--- config.mk ---
export PLATFORM = sky130hd
export DESIGN_NAME = i2c_data_fifo
export DESIGN_NICKNAME = d
export VERILOG_FILES = /design/src/rtl/i2c_data_fifo.sv
export SDC_FILE = /design/constraint.sdc
export NUM_CORES = 1
export LEC_CHECK = 0
export CORE_AREA = 2 2 145 147
export DETAILED_ROUTE_END_ITERATION = 6
export DIE_AREA = 0 0 147 149
export MAX_ROUTING_LAYER = met4
export PLACE_DENSITY_LB_ADDON = 0.25
export SYNTH_ARGS = -nofsm -noshare
export SYNTH_HDL_FRONTEND = slang
export SYNTH_HIERARCHICAL = 1
export SYNTH_SLANG_ARGS = --single-unit
--- constraint.sdc ---
create_clock -name PCLK -period 6.1 [get_ports PCLK]
set_clock_uncertainty 0.2 [all_clocks]
set_input_delay 1.22 -clock PCLK [delete_from_list [all_inputs] [get_ports PCLK]]
set_output_delay 1.22 -clock PCLK [all_outputs]
set_load 0.01 [all_outputs]
--- src/rtl/i2c_data_fifo.sv ---
// TX/RX byte FIFOs between the APB slave and the I2C bit engine, plus status_reg.
// Define I2C_FIFO_ERR_FLAGS_EN to build the sticky tx_ovf / rx_unf flags.

module i2c_data_fifo_buf #(
    parameter int DATA_W     = 8,
    parameter int DEPTH_LOG2 = 3
) (
    input  logic                  clk,
    input  logic                  rst_n,
    input  logic                  wr_en,
    input  logic [DATA_W-1:0]     wdata,
    input  logic                  rd_en,
    input  logic                  flush,
    output logic [DATA_W-1:0]     rdata,
    output logic [DEPTH_LOG2:0]   count,
    output logic                  full,
    output logic                  empty
);
    localparam int                DEPTH   = 1 << DEPTH_LOG2;
    localparam logic [DEPTH_LOG2:0] PTR_ONE = 1;

    logic [DEPTH_LOG2:0] wr_ptr_q, wr_ptr_d;
    logic [DEPTH_LOG2:0] rd_ptr_q, rd_ptr_d;
    logic [DATA_W-1:0]   mem_q [DEPTH];
    logic                push_ok, pop_ok;

    // Extra MSB on each pointer tells full apart from empty when the low bits match.
    assign empty   = (wr_ptr_q == rd_ptr_q);
    assign full    = (wr_ptr_q[DEPTH_LOG2] != rd_ptr_q[DEPTH_LOG2]) &&
                     (wr_ptr_q[DEPTH_LOG2-1:0] == rd_ptr_q[DEPTH_LOG2-1:0]);
    assign count   = wr_ptr_q - rd_ptr_q;
    assign push_ok = wr_en && !full;
    assign pop_ok  = rd_en && !empty;
    assign rdata   = empty ? '0 : mem_q[rd_ptr_q[DEPTH_LOG2-1:0]];

    always_comb begin
        wr_ptr_d = wr_ptr_q;
        rd_ptr_d = rd_ptr_q;
        if (flush) begin
            wr_ptr_d = '0;
            rd_ptr_d = '0;
        end else begin
            if (push_ok) wr_ptr_d = wr_ptr_q + PTR_ONE;
            if (pop_ok)  rd_ptr_d = rd_ptr_q + PTR_ONE;
        end
    end

    always_ff @(posedge clk or negedge rst_n) begin
        if (!rst_n) begin
            wr_ptr_q <= '0;
            rd_ptr_q <= '0;
        end else begin
            wr_ptr_q <= wr_ptr_d;
            rd_ptr_q <= rd_ptr_d;
        end
    end

    // Storage carries no reset; rdata is masked to zero while empty.
    always_ff @(posedge clk) begin
        if (push_ok && !flush) mem_q[wr_ptr_q[DEPTH_LOG2-1:0]] <= wdata;
    end
endmodule

module i2c_data_fifo #(
    parameter int DATA_W     = 8,
    parameter int DEPTH_LOG2 = 3
) (
    input  logic                  PCLK,
    input  logic                  PRESETn,
    input  logic                  tx_wr_en,
    input  logic [DATA_W-1:0]     tx_wdata,
    input  logic                  tx_rd_en,
    output logic [DATA_W-1:0]     tx_rdata,
    input  logic                  rx_wr_en,
    input  logic [DATA_W-1:0]     rx_wdata,
    input  logic                  rx_rd_en,
    output logic [DATA_W-1:0]     rx_rdata,
    input  logic                  tx_flush,
    input  logic                  rx_flush,
    output logic [DEPTH_LOG2:0]   tx_count,
    output logic [DEPTH_LOG2:0]   rx_count,
    output logic [7:0]            status_reg
);
    logic tx_full, tx_empty, rx_full, rx_empty;
    logic tx_ovf, rx_unf;

    i2c_data_fifo_buf #(.DATA_W(DATA_W), .DEPTH_LOG2(DEPTH_LOG2)) u_tx (
        .clk(PCLK), .rst_n(PRESETn), .wr_en(tx_wr_en), .wdata(tx_wdata),
        .rd_en(tx_rd_en), .flush(tx_flush), .rdata(tx_rdata), .count(tx_count),
        .full(tx_full), .empty(tx_empty)
    );

    i2c_data_fifo_buf #(.DATA_W(DATA_W), .DEPTH_LOG2(DEPTH_LOG2)) u_rx (
        .clk(PCLK), .rst_n(PRESETn), .wr_en(rx_wr_en), .wdata(rx_wdata),
        .rd_en(rx_rd_en), .flush(rx_flush), .rdata(rx_rdata), .count(rx_count),
        .full(rx_full), .empty(rx_empty)
    );

`ifdef I2C_FIFO_ERR_FLAGS_EN
    logic tx_ovf_q, tx_ovf_d;
    logic rx_unf_q, rx_unf_d;

    // A drop event in a flush cycle wins over the flush clear.
    always_comb begin
        tx_ovf_d = (tx_flush ? 1'b0 : tx_ovf_q) | (tx_wr_en & tx_full);
        rx_unf_d = (rx_flush ? 1'b0 : rx_unf_q) | (rx_rd_en & rx_empty);
    end

    always_ff @(posedge PCLK or negedge PRESETn) begin
        if (!PRESETn) begin
            tx_ovf_q <= 1'b0;
            rx_unf_q <= 1'b0;
        end else begin
            tx_ovf_q <= tx_ovf_d;
            rx_unf_q <= rx_unf_d;
        end
    end

    assign tx_ovf = tx_ovf_q;
    assign rx_unf = rx_unf_q;
`else
    assign tx_ovf = 1'b0;
    assign rx_unf = 1'b0;
`endif

    assign status_reg = {tx_full, rx_empty, tx_empty, rx_full, 2'b00, tx_ovf, rx_unf};
endmodule
==> impl_metrics.py <==
metrics = {
    "run_status": {
        "status": "finished clean",
    },
    "timing": {
        "setup_ws_ns": 1.41,
        "relSlewSlack_pct": 35.1,
        "rsz0062_at_grt": "no",
        "fin_setup_tns_ns": 0,
        "finalCritPeriodShare_pct": 76.9,
        "tightest_slew_ns": 0.969,
        "setup_viol": 0,
        "hold_viol_final": 0,
        "layout_min_cycle_time_ns": 4.69,
        "slew_violations": 0,
        "max_freq_ghz": 0.213,
    },
    "drt": {
        "post_drt_wl_per_cell_um": 18.1,
        "num_vias": 3172,
        "drt_iter0_markers": 207,
        "routed_wl_mm": 12.6,
        "vias_per_cell": 4.57,
        "drc_errors": 0,
        "drtPass1Iterations": 4,
        "final_antenna_net_count": 0,
    },
    "cells_and_area": {
        "nets": 442,
        "postLayoutCellArea_um2": 7530,
        "n_fill_cell": 1935,
        "syn_to_final_growth_pct": 24.5,
        "final_core_util_pct": 36.6,
        "drive_gt1_share_pct": 21.0,
        "num_antenna_cells": 0,
        "multi_input_area_um2": 1670,
        "layout_commonest_cell": "edfxtp_1",
        "final_cell_mix": "edfxtp_1, clkdlybuf4s50_1, mux4_2, nor2_1, clkbuf_16",
        "seq_area_um2": 4240,
        "layoutNonFillerInstCount": 694,
    },
    "synth": {
        "avgSynthCellArea_um2": 17.9,
        "synth_area_um2": 6050,
        "ys_seq_elements": 144,
        "ys_warn_count": 6,
        "syn-instance-count": 337,
        "ys_seq_area_share_pct": 70.2,
        "ys_types": 30,
    },
    "global_route": {
        "met2_usage_pct": 21.8,
        "grt_max_degree": 21,
        "grt_use_met3_pct": 3.00,
        "busiest_layer": "met2",
        "antenna_found_initial": 0,
        "grt_pass1_wl_mm": 20.2,
        "track_usage_pct": 13.0,
        "grt_overflow": 0,
        "gr-usage-met1_pct": 15.3,
        "grt_pass1_vias": 3522,
    },
    "power": {
        "ir_worst_vdd_mv": 0.202,
        "p_per_area_nw_per_um2": 356,
        "cellLeakagePower_nw": 2.53,
    },
    "cts": {
        "htree_levels": 4,
        "clk_pin_slew_ns": 0.06,
        "clk_path_buf_depth": 2,
        "insertion_delay_ns": 0.42,
        "cts_made_buffers": 17,
        "cts_tree": "built",
        "ctsResizeCount": 0,
        "hold_buffers": 0,
        "postCtsSetupBuffers": 0,
        "cts_root_buffer": "clkbuf_16",
        "cts_num_sinks": 144,
    },
    "setup_path": {
        "cpLargestDelayFamily": "simple AND/OR/NAND/NOR gates",
        "cp_common_cell": "nor2_1",
        "cp.required_ns": 4.68,
        "crit_buf_inv": 2,
        "cp_max_fo": 20,
        "worstSetupPathType": "reg2out",
        "crit_chain": "buf_4 > ha_1 > nand3_1 > nor2_1 > nor2_1 > a22o_1 > clkdlybuf4s50_1",
        "slowest_delay_ns": 0.64,
        "startpoint_type": "register",
        "cp.arrival_ns": 3.27,
        "cpMaxStageDelayCell": "nor2_1",
        "end_kind": "primary output",
    },
    "place": {
        "io_buffers": 51,
        "dp_cells": 662,
        "placed_area_um2": 6940,
        "place_congestion": 0.751,
        "place_ws_ns": 1.81,
        "post-dp-hpwl_mm": 7.97,
    },
    "min_path": {
        "hold_path.class": "reg2reg",
    },
    "floorplan": {
        "rows": 53,
        "coreArea_um2": 20600,
        "die_w_um": 147,
        "ioPinCount": 56,
        "dieHeight_um": 149,
        "initial_utilization_pct": 29.4,
        "dieArea_um2": 21900,
    },
    "job": {
        "maxCapViolCount": 0,
    },
}
cell type report:
class,instances,share of cell area (%)
Clock inverter,15,2.26
Multi-Input combinational cell,162,22.2
Clock buffer,17,5.65
Timing Repair Buffer,65,8.17
Inverter,16,0.797
Tap cell,275,4.57
Sequential cell,144,56.4
tightest hold or removal path, delay by kind of cell, from the launching register on:
family	cells	cell delay, ns
AO/OA/AOI/OAI	2	0.15
flip-flops	1	0.41
registers in the layout, summed over array words and instances (netlist names):
register	cells
u_tx/rd_ptr_q	4
u_tx/wr_ptr_q	4
u_tx/mem_q	64
u_rx/mem_q	64
u_rx/rd_ptr_q	4
u_rx/wr_ptr_q	4
power breakdown:
group	switching [mW]	total (mW)	leakage, nW	internal [mW]
Sequential	0.0101	1.11	1.38	1.10
Combinational	0.258	0.534	0.859	0.276
Clock	0.428	1.04	0.295	0.615
Total	0.696	2.68	2.53	1.99
metal layers:
layer	part of all wire (%)	wire length, µm
met4	1.5	191
met2	51	6480
met5	0	0
met1	44	5510
met3	3.3	413
Yosys cell counts:
library cell	n	area share (%)
inv_1	16	0.99
buf_6	2	0.37
a21oi_1	8	0.66
nor3_1	6	0.50
a21o_1	2	0.25
nand4_1	4	0.41
nand3_1	2	0.17
o21ai_0	4	0.33
o21ai_2	2	0.29
nor4_1	8	0.83
nor2_1	24	1.5
ha_1	10	2.1
clkbuf_1	2	0.12
o211ai_1	2	0.25
nand2_1	6	0.37
and3_1	2	0.21
nor4b_1	2	0.29
fa_1	2	0.66
nand2b_1	2	0.21
a22o_1	16	2.3
mux2i_1	4	0.66
xor2_1	4	0.58
mux4_2	32	12
buf_2	4	0.33
buf_4	10	1.2
dfrtp_1	16	6.6
conb_1	1	0.062
edfxtp_1	128	64
xnor2_1	14	2.0
or3_1	2	0.21
cell families (layout without fill, tap and decap cells):
group	count (synthesis)	after routing	share of synthesized area, %
flops	144	144	70.2
simple gates	58	58	4.68
mux	36	36	12.6
compound gates	34	34	4.10
buf+inv	34	113	3.06
xor+xnor	18	18	2.61
fa+ha+maj	12	12	2.73
other cells	1	4	0.0620
through the flow:
| stage | hold WS [ns] | total power, mW |
|---|---|---|
| floorplan | 0.358 | 1.46 |
| global placement | 0.382 | 1.67 |
| detailed placement | 0.386 | 1.67 |
| CTS | 0.394 | 2.72 |
| global route | 0.448 | 2.80 |
| finish | 0.398 | 2.68 |
final timing paths:
check / startpoint / endpoint / slack (ns) / depth (start not counted)
min: u_rx/rd_ptr_q[2] / u_rx/rd_ptr_q[2] / 0.40 / 2
max in group asynchronous: PRESETn / u_rx/rd_ptr_q[0] / 4.10 / 1
min in group asynchronous: PRESETn / u_tx/rd_ptr_q[3] / 1.08 / 1
min reg2reg: u_rx/rd_ptr_q[2] / u_rx/rd_ptr_q[2] / 0.40 / 2
max reg2reg: u_tx/rd_ptr_q[0] / u_tx/mem_q[0][7] / 3.29 / 5
max: u_tx/rd_ptr_q[0] / tx_rdata[7] / 1.41 / 7
Note: power is estimated with default switching activity, not from simulation.
